$ cat src/rtl/serial_subtractor.sv
// Bit-serial subtractor: computes a - b one bit per cycle, LSB first,
// and publishes diff plus borrow/overflow/zero flags with a one-cycle done pulse.
module serial_subtractor #(
    parameter int WIDTH = 8
) (
    input  logic             clk,
    input  logic             rst,
    input  logic             start,
    input  logic [WIDTH-1:0] a,
    input  logic [WIDTH-1:0] b,
    output logic [WIDTH-1:0] diff,
    output logic             borrow,
    output logic             ovf,
    output logic             zero,
    output logic             busy,
    output logic             done
);

    localparam int CW = $clog2(WIDTH) + 1;

    typedef enum logic [1:0] {
        IDLE,
        RUN,
        DONE
    } state_t;

    state_t           state_q, state_d;
    logic [CW-1:0]    cnt_q;
    logic [WIDTH-1:0] a_q, b_q, sh_q;
    logic             a_msb_q, b_msb_q;
    logic             br_q;

    logic             d_bit, br_next, last_bit;
    logic [WIDTH-1:0] sh_next;

    // Operand registers shift right so bit 0 is always the bit being processed;
    // the original sign bits are kept aside for the overflow flag.
    assign d_bit    = a_q[0] ^ b_q[0] ^ br_q;
    assign br_next  = (~a_q[0] & b_q[0]) | (~(a_q[0] ^ b_q[0]) & br_q);
    assign sh_next  = {d_bit, sh_q[WIDTH-1:1]};
    assign last_bit = (cnt_q == CW'(WIDTH - 1));

    // NOTE: every signal written in always_comb gets a default first, so no
    // path leaves it unassigned and no latch is inferred.
    always_comb begin
        state_d = state_q;
        unique case (state_q)
            IDLE:    if (start) state_d = RUN;
            RUN:     if (last_bit) state_d = DONE;
            DONE:    state_d = IDLE;
            default: state_d = IDLE;
        endcase
    end

    // NOTE: sequential state uses non-blocking assignments so every register
    // samples the pre-edge values, independent of statement order.
    always_ff @(posedge clk or posedge rst) begin
        if (rst) begin
            state_q <= IDLE;
            cnt_q   <= '0;
            a_q     <= '0;
            b_q     <= '0;
            a_msb_q <= 1'b0;
            b_msb_q <= 1'b0;
            sh_q    <= '0;
            br_q    <= 1'b0;
            diff    <= '0;
            borrow  <= 1'b0;
            ovf     <= 1'b0;
            zero    <= 1'b0;
        end else begin
            state_q <= state_d;
            unique case (state_q)
                IDLE: begin
                    if (start) begin
                        a_q     <= a;
                        b_q     <= b;
                        a_msb_q <= a[WIDTH-1];
                        b_msb_q <= b[WIDTH-1];
                        cnt_q   <= '0;
                        sh_q    <= '0;
                        br_q    <= 1'b0;
                    end
                end
                RUN: begin
                    a_q   <= a_q >> 1;
                    b_q   <= b_q >> 1;
                    sh_q  <= sh_next;
                    br_q  <= br_next;
                    cnt_q <= cnt_q + 1'b1;
                    if (last_bit) begin
                        diff   <= sh_next;
                        borrow <= br_next;
                        ovf    <= (a_msb_q != b_msb_q) && (sh_next[WIDTH-1] != a_msb_q);
                        zero   <= (sh_next == '0);
                    end
                end
                default: ;
            endcase
        end
    end

    assign busy = (state_q != IDLE);
    assign done = (state_q == DONE);

endmodule

$ cat config.mk
export PLATFORM = sky130hd
export DESIGN_NAME = serial_subtractor
export DESIGN_NICKNAME = d
export VERILOG_FILES = /design/src/rtl/serial_subtractor.sv
export SDC_FILE = /design/constraint.sdc
export NUM_CORES = 1
export LEC_CHECK = 0
export ABC_AREA = 0
export BUFFER_PORTS_ARGS = -buffer_cell sky130_fd_sc_hd__buf_2
export CORE_MARGIN = 3
export CORE_UTILIZATION = 48
export DETAILED_ROUTE_END_ITERATION = 12
export GPL_TIMING_DRIVEN = 0
export PLACE_DENSITY = 0.7
export SYNTH_ARGS = -nofsm -noshare
export SYNTH_HDL_FRONTEND = slang
export SYNTH_SLANG_ARGS = --single-unit
$ cat constraint.sdc
create_clock -name clk -period 3.6 [get_ports clk]
set_clock_uncertainty 0.15 [all_clocks]
set_input_delay 0 -clock clk [delete_from_list [all_inputs] [get_ports clk]]
set_output_delay 0 -clock clk [all_outputs]
set_load 0.05 [all_outputs]
After elaboration in Yosys (flattened, before gate mapping):

Index checks and enable logic that the tools add are counted.

* bits of input ports: 19
* register bits: 44
* output and inout bits: 13
* logic and storage cells: 49

* equal/unequal tests: 7
* muxes and demuxes: 13
* add/subtract/negate cells: 1
* reduce and logical (&&, ||, !) cells: 9
* bitwise operators: 7

Operator list (number)
* 8-bit case mux with 2 select lines: 3
* 8-bit 2-to-1 mux: 3
* 8-bit logical NOT: 1
* 4-bit case mux with 2 select lines: 1
* 2-bit AND reduction: 4
* 4-bit by 1-bit adder with 4-bit output, second input constant: 1
* 4-bit by 3-bit == test with 1-bit output, second input constant: 1
* 2-bit 2-to-1 mux: 2
* 4-bit 2-to-1 mux: 1
* 2-bit != test, second input constant: 2
* 2-bit case mux with 2 select lines: 1
* 2-bit nonzero test: 2
* 1-bit bitwise AND: 2
* 2-bit by 1-bit == test with 1-bit output, second input constant: 1
* 2-bit == test, second input constant: 1
* 2-bit logical NOT: 1
* 1-bit != test: 2
* 1-bit NOT: 2
* 1-bit case mux with 2 select lines: 1
* 1-bit bitwise XOR: 2
* 1-bit logical AND: 1
* 1-bit 2-to-1 mux: 1
* 1-bit bitwise OR: 1

Longest topological paths before layout:

Gate-level depths: netlist (run 1).

* depth after elaboration: 5
* mapped depth: 5
* gate-level depth less buffers: 5

Worst setup path after synthesis (run 1):

No wires, ideal clock.

* path type: register -> register
* start: register a_q[0]
* end: register ovf
* clock period less this slack: 1.586 ns
* slack: 2.014 ns
* data required time: 3.325 ns
* stages on the path, launching flop included: 5
* path buffers: 0
* data arrival time: 1.311 ns
* library setup time: 0.125 ns
* path through: dfrtp_1 > inv_1 > fa_1 > o22ai_1 > mux2_4

* longest elaborated chain between the ends: 4

Ends and longest elaborated chain
* from (decl): line 29 `logic [WIDTH-1:0] a_q, b_q, sh_q;`
* from (signal assigned): line 86 `a_q <= a_q >> 1;`
* 1-bit bitwise XOR (2 in series): line 38 `assign d_bit = a_q[0] ^ b_q[0] ^ br_q;`
* 1-bit != test: line 94 `ovf <= (a_msb_q != b_msb_q) && (sh_next[WIDTH-1] != a_msb_q);`
* 1-bit logical AND: line 94
* to (signal assigned): line 94
* to (decl): line 13 `output logic ovf,`

Every way passes these cells.
A chain may end at the register's enable or synchronous reset.

Worst setup path in the final report (run 1):

* start: register state_q[0]
* end: register b_q[5]

* longest elaborated chain between the ends: 3
* elaborated cells on any way between the ends: 6
* those cells by class: 2 x eq/ne; 1 x mux; 3 x reduce/logical

Ends and longest elaborated chain
* from (decl): line 27 `state_t state_q, state_d;`
* from (signal assigned): line 72 `state_q <= state_d;`
* 2-bit by 1-bit == test with 1-bit output / 2-bit logical NOT (equally long branches): line 73 `unique case (state_q)`
* 2-bit nonzero test (no line) / 2-bit != test (equally long branches)
* 2-bit AND reduction (no line)
* to (signal assigned): line 87 `b_q <= b_q >> 1;`
* to (decl): line 29

Several ways; a longest one is shown, not always the timed one.

==> results of run 1 <==
[cell families (layout without fill, tap and decap cells)]
family	after synthesis	count (layout)	share of synthesized area, %
muxes	12	12	8.42
and+or+nand+nor	72	72	18.0
buffers and inverters	14	74	3.48
DFF	43	43	57.5
adders and majority gates	3	3	2.81
AOI/OAI and AO/OA	26	26	9.83
[placed cells by master, fill, tap and decap left out, types with 2 or more instances in the layout]
cell	n
nand2_1	52
dfrtp_1	43
buf_2	35
dlygate4sd3_1	21
a22oi_1	13
nand3_1	9
mux2_4	7
clkbuf_8	7
inv_1	5
o21ai_0	5
clkbuf_1	4
mux2i_1	3
o22ai_1	2
a21oi_1	2
a22o_1	2
nor4_1	2
mux2_2	2
fa_1	2
[sequential cells by signal, indices dropped and copies added, names as in the netlist]
name / cells
ovf: 1
b_msb_q: 1
sh_q: 7
b_q: 8
diff: 8
a_q: 8
zero: 1
cnt_q: 4
a_msb_q: 1
state_q: 2
br_q: 1
borrow: 1
[tightest hold or removal path, stage by stage]
cell,delay [ns]
buf_2,0.10
o21bai_2,0.14
nand2_1,0.10
o21ai_0,0.07
[repair_timing]
| action | 4_1_cts | 5_1_grt |
|---|---|---|
| endpoints found under the hold margin | 61 | 0 |
| setup endpoints to repair | 0 | 0 |
| hold buffers | 21 | 0 |
[per-stage QoR]
| step | hold WS (ns) | total power [W] |
|---|---|---|
| 3_3_place_gp | 0.0655 | 0.00170 |
| 5_1_grt | 0.0625 | 0.00226 |
| 2_1_floorplan | -0.0446 | 0.00152 |
| 6_report | 0.0167 | 0.00210 |
| 4_1_cts | 0.0176 | 0.00212 |
| 3_5_place_dp | 0.0729 | 0.00174 |
[area by class of cell]
class	instances	area, sq um
plain buffers	8	42.5
multi-input cells	113	731
flip-flops and latches	43	1080
fillers	291	1320
clock buffers	8	100
inverters	6	22.5
well taps	48	60.1
repair buffers	52	365
[metal layers]
metal,track usage (%),part of all wire (%),wire length [microns],up-vias
met5,0,0,0,-
met4,7.44,2.3,84,0
met3,3.94,4.3,156,11
met2,30.2,49,1780,40
met1,20.9,44,1590,672
li1,-,-,-,688
[power by group through the flow]
stage	registers (W)	logic, W	clock network [W]
after floorplan	0.00100	0.000515	0
after global placement	0.000831	0.000866	0
after detailed placement	0.000848	0.000897	0
after CTS	0.000840	0.000942	0.000338
after global routing	0.000867	0.00103	0.000357
final	0.000839	0.000934	0.000331
[worst paths after layout]
check                      startpoint  depth (start not counted)        to
min in group asynchronous         rst                          3    b_q[5]
max in group asynchronous         rst                          3    a_q[5]
setup / recovery           state_q[0]                          5    b_q[5]
hold reg to reg                a_q[2]                          2    a_q[2]
setup reg to reg           state_q[0]                          5    b_q[5]
hold / removal                  start                          4  cnt_q[0]
==> results by group, run 1 <==
Worst setup path
  – Worst endpoint required time: 3.63 ns
  – Critical Path Start Type: register
  – CP Buf/Inv Count: 2
  – Crit Path Category: register to register
  – Delay-heaviest family, CP: buffers and inverters
  – CP endpoint kind: register
  – Cells along the critical path: and2b_1 -> buf_2 -> a22oi_1 -> nand2_1 -> dlygate4sd3_1
  – CP max stage cell: dlygate4sd3_1
  – Critical path fanouts, max: 10
  – Flop2flop setup slack: 1.60 ns
  – Crit path DAT: 2.03 ns
  – Max incr delay on CP: 0.56 ns

Pwr
  – Pint: 0.00123 W
  – Worst vdd ir: 0.417 mV
  – Static Leak: 1.21 nW
  – Clock power frac: 15.7%
  – Gate power share: 44.4%
  – Part of the power in registers: 39.9%
  – Switching part of the total: 41.7%
  – Pwr/cell area: 877 nW/um^2
  – NetSw: 0.000878 W

Floorplanning
  – Die area: 4680 sq um
  – Die X: 68.4 microns
  – I/O pins: 32
  – Rows: 22
  – Core ar.: 3720 sq um
  – Initial cell density of the core: 50.4%
  – Die height: 68.4 microns

Place
  – Gpl congestion: 0.805
  – Dpl ws: 1.86 ns
  – Hpwl dp: 2.50 mm
  – Post-Place Cells: 249
  – Cell Area, Placed: 2090 sq um
  – Port Buf Inserts: 31

Global routing
  – Aggregate global routing overflow: 0
  – First-pass GRT wire length: 6.08 mm
  – Vias in the first global route: 1421
  – Largest net degree at the start of global routing: 44
  – GRT Util Overall: 17.5%
  – Initial antenna violation count: 0

Synth
  – Post-synth top cells: nand2_1 (52), dfrtp_1 (43), a22oi_1 (13)
  – Synth warn: 0
  – Most frequent cell after synthesis: nand2_1
  – Synth area leader: dfrtp_1
  – Syn nets: 192
  – Unique masters post-synth: 29
  – Ys async rst share: 100%
  – Post-synth EDFFs: 0
  – Seq/Total Area, Yosys: 57.5%
  – Syn Area/Cell: 11.0 sq um
  – Post-synthesis cell count: 170
  – Top cell type's share of synthesized area: 57.5%
  – Synthesized cell area: 1870 sq um
  – Seq cells post-synth: 43
  – Top cells by area, synth: dfrtp_1 (57%), nand2_1 (10%), mux2_4 (5.6%)
  – Main synth FF type: dfrtp_1

Clock tree
  – Worst-path clk slew: 0.08 ns
  – CTS buffer count: 5
  – TritonCTS clock tree: built
  – Clk_lat worst skew: 0.29 ns
  – Clock sink total: 43
  – Deepest clock path buffer count: 2
  – Root Driver: clkbuf_8
  – Post-CTS Setup Bufs: 0
  – H-tree Lvls: 2
  – PostCTS Resize Cnt: 0

Routing
  – Vias: 1411
  – Residual DRC: 0
  – Per-cell routed wire length: 13.0 microns
  – Antenna viol nets, final: 0
  – Detailed Route WL: 3.62 mm
  – Via density: 5.08
  – Drt first pass iters: 4
  – DRT iter0 DRCs: 45

Timing
  – # setup viols final: 0
  – Setup_tns: 0 ns
  – Fin. Hold Viols: 0
  – RSZ-0062 raised after global routing: false
  – Relative slew slack: 42.0%
  – Pins Over Slew Limit: 0
  – Fmax: 0.500 GHz
  – Period utilization: 55.5%
  – Tmin final: 2.00 ns
  – Worst slew pin tran: 0.868 ns
  – Setup slack after layout: 1.60 ns

Layout
  – Layout Area Growth over Synthesis: 28.1%
  – Post-route cell area: 2400 sq um
  – Fin util: 64.5%
  – Share of layout cells above drive strength 1: 25.7%
  – Final net count: 251
  – Ant. Diodes: 0
  – Final std cells w/o fill: 278

Worst hold path
  – Worst Hold Class: input port to register

Run
  – Max_cap viols: 0

Outcome
  – Outcome: finished, final reports clean
(Power assumes the default switching activity.)
==> inputs of run 2 (changes only) <==
==> constraint.sdc (replaced) <==
create_clock -name clk -period 1.9 [get_ports clk]
set_clock_uncertainty 0.15 [all_clocks]
set_input_delay 0 -clock clk [delete_from_list [all_inputs] [get_ports clk]]
set_output_delay 0 -clock clk [all_outputs]
set_load 0.05 [all_outputs]
==> results by group, run 2 (synthesis gave the netlist of run 1 again) <==
Outcome
  – Outcome: finished, final reports clean (unchanged)

Clock tree
  – Root Driver: clkbuf_8 (unchanged)
  – Deepest clock path buffer count: 2 (unchanged)
  – TritonCTS clock tree: built (unchanged)
  – CTS buffer count: 5 (unchanged)
  – Clock sink total: 43 (unchanged)
  – H-tree Lvls: 2 (unchanged)
  – Clk_lat worst skew: 0.29 ns (about the same)
  – Worst-path clk slew: 0.08 ns (about the same)
  – Post-CTS Setup Bufs: 0 (unchanged)

Place
  – Hpwl dp: 2.50 mm (unchanged)
  – Port Buf Inserts: 31 (unchanged)
  – Dpl ws: 0.163 ns (was 1.86 ns)
  – Cell Area, Placed: 2090 sq um (unchanged)
  – Gpl congestion: 0.805 (unchanged)

Layout
  – Most common cell after layout, fill and taps aside: nand2_1 (unchanged)
  – Layout Area Growth over Synthesis: 26.5% (was 28.1%)
  – Fillers: 298 (was 291)
  – Post-route cell area: 2370 sq um (was 2400 sq um)
  – Ant. Diodes: 0 (unchanged)
  – Final net count: 248 (was 251)
  – FF+latch area: 1080 sq um (unchanged)
  – Area of the multi-input gates: 731 sq um (unchanged)
  – Share of layout cells above drive strength 1: 26.0% (was 25.7%)
  – Registers with the most flip-flops: a_q: 8 flops, b_q: 8 flops, diff: 8 flops (unchanged)
  – Commonest non-fill, non-tap cells in the layout: nand2_1 (52), dfrtp_1 (43), buf_2 (35), dlygate4sd3_1 (18), a22oi_1 (13) (was nand2_1 (52), dfrtp_1 (43), buf_2 (35), dlygate4sd3_1 (21), a22oi_1 (13))

Worst setup path
  – Critical path fanouts, max: 3 (was 10)
  – Crit Path Category: register to register (unchanged)
  – Worst endpoint required time: 1.93 ns (was 3.63 ns)
  – Flop2flop setup slack: 0.17 ns (was 1.60 ns)
  – Crit path DAT: 1.76 ns (was 2.03 ns)
  – Critical Path Start Type: register (unchanged)
  – CP endpoint kind: register (unchanged)

Global routing
  – Aggregate global routing overflow: 0 (unchanged)
  – Initial antenna violation count: 0 (unchanged)
  – GRT Util Overall: 17.5% (about the same)
  – First-pass GRT wire length: 6.04 mm (was 6.08 mm)
  – Largest net degree at the start of global routing: 44 (unchanged)
  – Vias in the first global route: 1392 (was 1421)

Routing
  – Antenna viol nets, final: 0 (unchanged)
  – Via density: 5.04 (was 5.08)
  – Drt first pass iters: 4 (unchanged)
  – Per-cell routed wire length: 12.9 microns (was 13.0 microns)
  – Residual DRC: 0 (unchanged)
  – Vias: 1385 (was 1411)
  – DRT iter0 DRCs: 50 (was 45)
  – Detailed Route WL: 3.55 mm (was 3.62 mm)

Floorplanning
  – Die X: 68.4 microns (unchanged)
  – Rows: 22 (unchanged)
  – Die area: 4680 sq um (unchanged)
  – Die height: 68.4 microns (unchanged)
  – Initial cell density of the core: 50.4% (unchanged)
  – I/O pins: 32 (unchanged)
  – Core ar.: 3720 sq um (unchanged)

Timing
  – Setup_tns: 0 ns (unchanged)
  – RSZ-0062 raised after global routing: false (unchanged)
  – Tmin final: 1.73 ns (was 2.00 ns)
  – Fin. Hold Viols: 0 (unchanged)
  – Worst slew pin tran: 0.873 ns (was 0.868 ns)
  – Fmax: 0.579 GHz (was 0.500 GHz)
  – Period utilization: 90.9% (was 55.5%)
  – Relative slew slack: 41.7% (was 42.0%)
  – Setup slack after layout: 0.174 ns (was 1.60 ns)
  – Pins Over Slew Limit: 0 (unchanged)
  – # setup viols final: 0 (unchanged)

Pwr
  – Part of the power in registers: 40.6% (was 39.9%)
  – NetSw: 0.00164 W (was 0.000878 W)
  – Gate power share: 43.5% (was 44.4%)
  – Clock power frac: 15.9% (was 15.7%)
  – Static Leak: 1.19 nW (was 1.21 nW)
  – Worst vdd ir: 0.687 mV (was 0.417 mV)
  – Pwr/cell area: 1650 nW/um^2 (was 877 nW/um^2)
  – Pint: 0.00227 W (was 0.00123 W)
  – Switching part of the total: 42.0% (was 41.7%)

Worst hold path
  – Worst Hold Class: input port to asynchronous set/reset pin (was input port to register)

Run
  – Max_cap viols: 0 (unchanged)
-- run 2: changes by cell type in the layout (fill, tap and decap cells not counted) --
cell / delta
dlygate4sd3_1: -3
-- run 2: what timing repair did --
action / in CTS / in global routing
hold buffers: 18 / 0
endpoints found under the hold margin: 61 / 0
resized for setup: 0 / 0
setup endpoints to repair: 0 / 0
-- run 2: critical path, stage by stage, from the launching register on --
cell     delay, ns
dfrtp_1       0.39
inv_1         0.09
fa_1          0.59
o22ai_1       0.12
mux2_4        0.27
-- run 2: metal layers --
metal  global-route usage [%]  routed length (microns)  share of wire [%]
met2                     29.7                     1770                 50
met3                     3.94                      153                4.3
met5                        0                        0                  0
met4                     7.44                       65                1.8
met1                     21.1                     1560                 44
-- run 2: cell type report --
class | count | area share (%)
Tap cell | 48 | 2.54
Timing Repair Buffer | 49 | 14.2
Clock buffer | 8 | 4.23
Inverter | 6 | 0.951
Multi-Input combinational cell | 113 | 30.9
Sequential cell | 43 | 45.5
Buffer | 8 | 1.80
-- run 2: power by group through the flow --
stage          Combinational [W]  Sequential (W)  Clock (W)
3_5_place_dp             0.00170         0.00161          0
3_3_place_gp             0.00164         0.00158          0
4_1_cts                  0.00173         0.00159   0.000640
5_1_grt                  0.00189         0.00164   0.000680
2_1_floorplan           0.000977         0.00190          0
6_report                 0.00170         0.00159   0.000622
-- run 2: worst paths after layout --
path / endpoint / depth (start not counted) / from
max in group asynchronous: a_q[5] / 3 / rst
setup / recovery: ovf / 4 / a_q[0]
min in group clk: a_q[5] / 4 / a[5]
hold reg to reg: a_q[2] / 2 / a_q[2]
setup reg to reg: ovf / 4 / a_q[0]
hold / removal: b_q[5] / 3 / rst
-- run 2: through the flow --
stage	util, %	hold slack [ns]	power (W)	cells
after floorplan	-	-0.0446	0.00288	170
after global placement	56.2	0.0655	0.00322	249
after detailed placement	56.2	0.0729	0.00331	249
after CTS	63.7	0.295	0.00396	275
after global routing	63.7	0.325	0.00421	275
final	63.7	0.283	0.00391	275
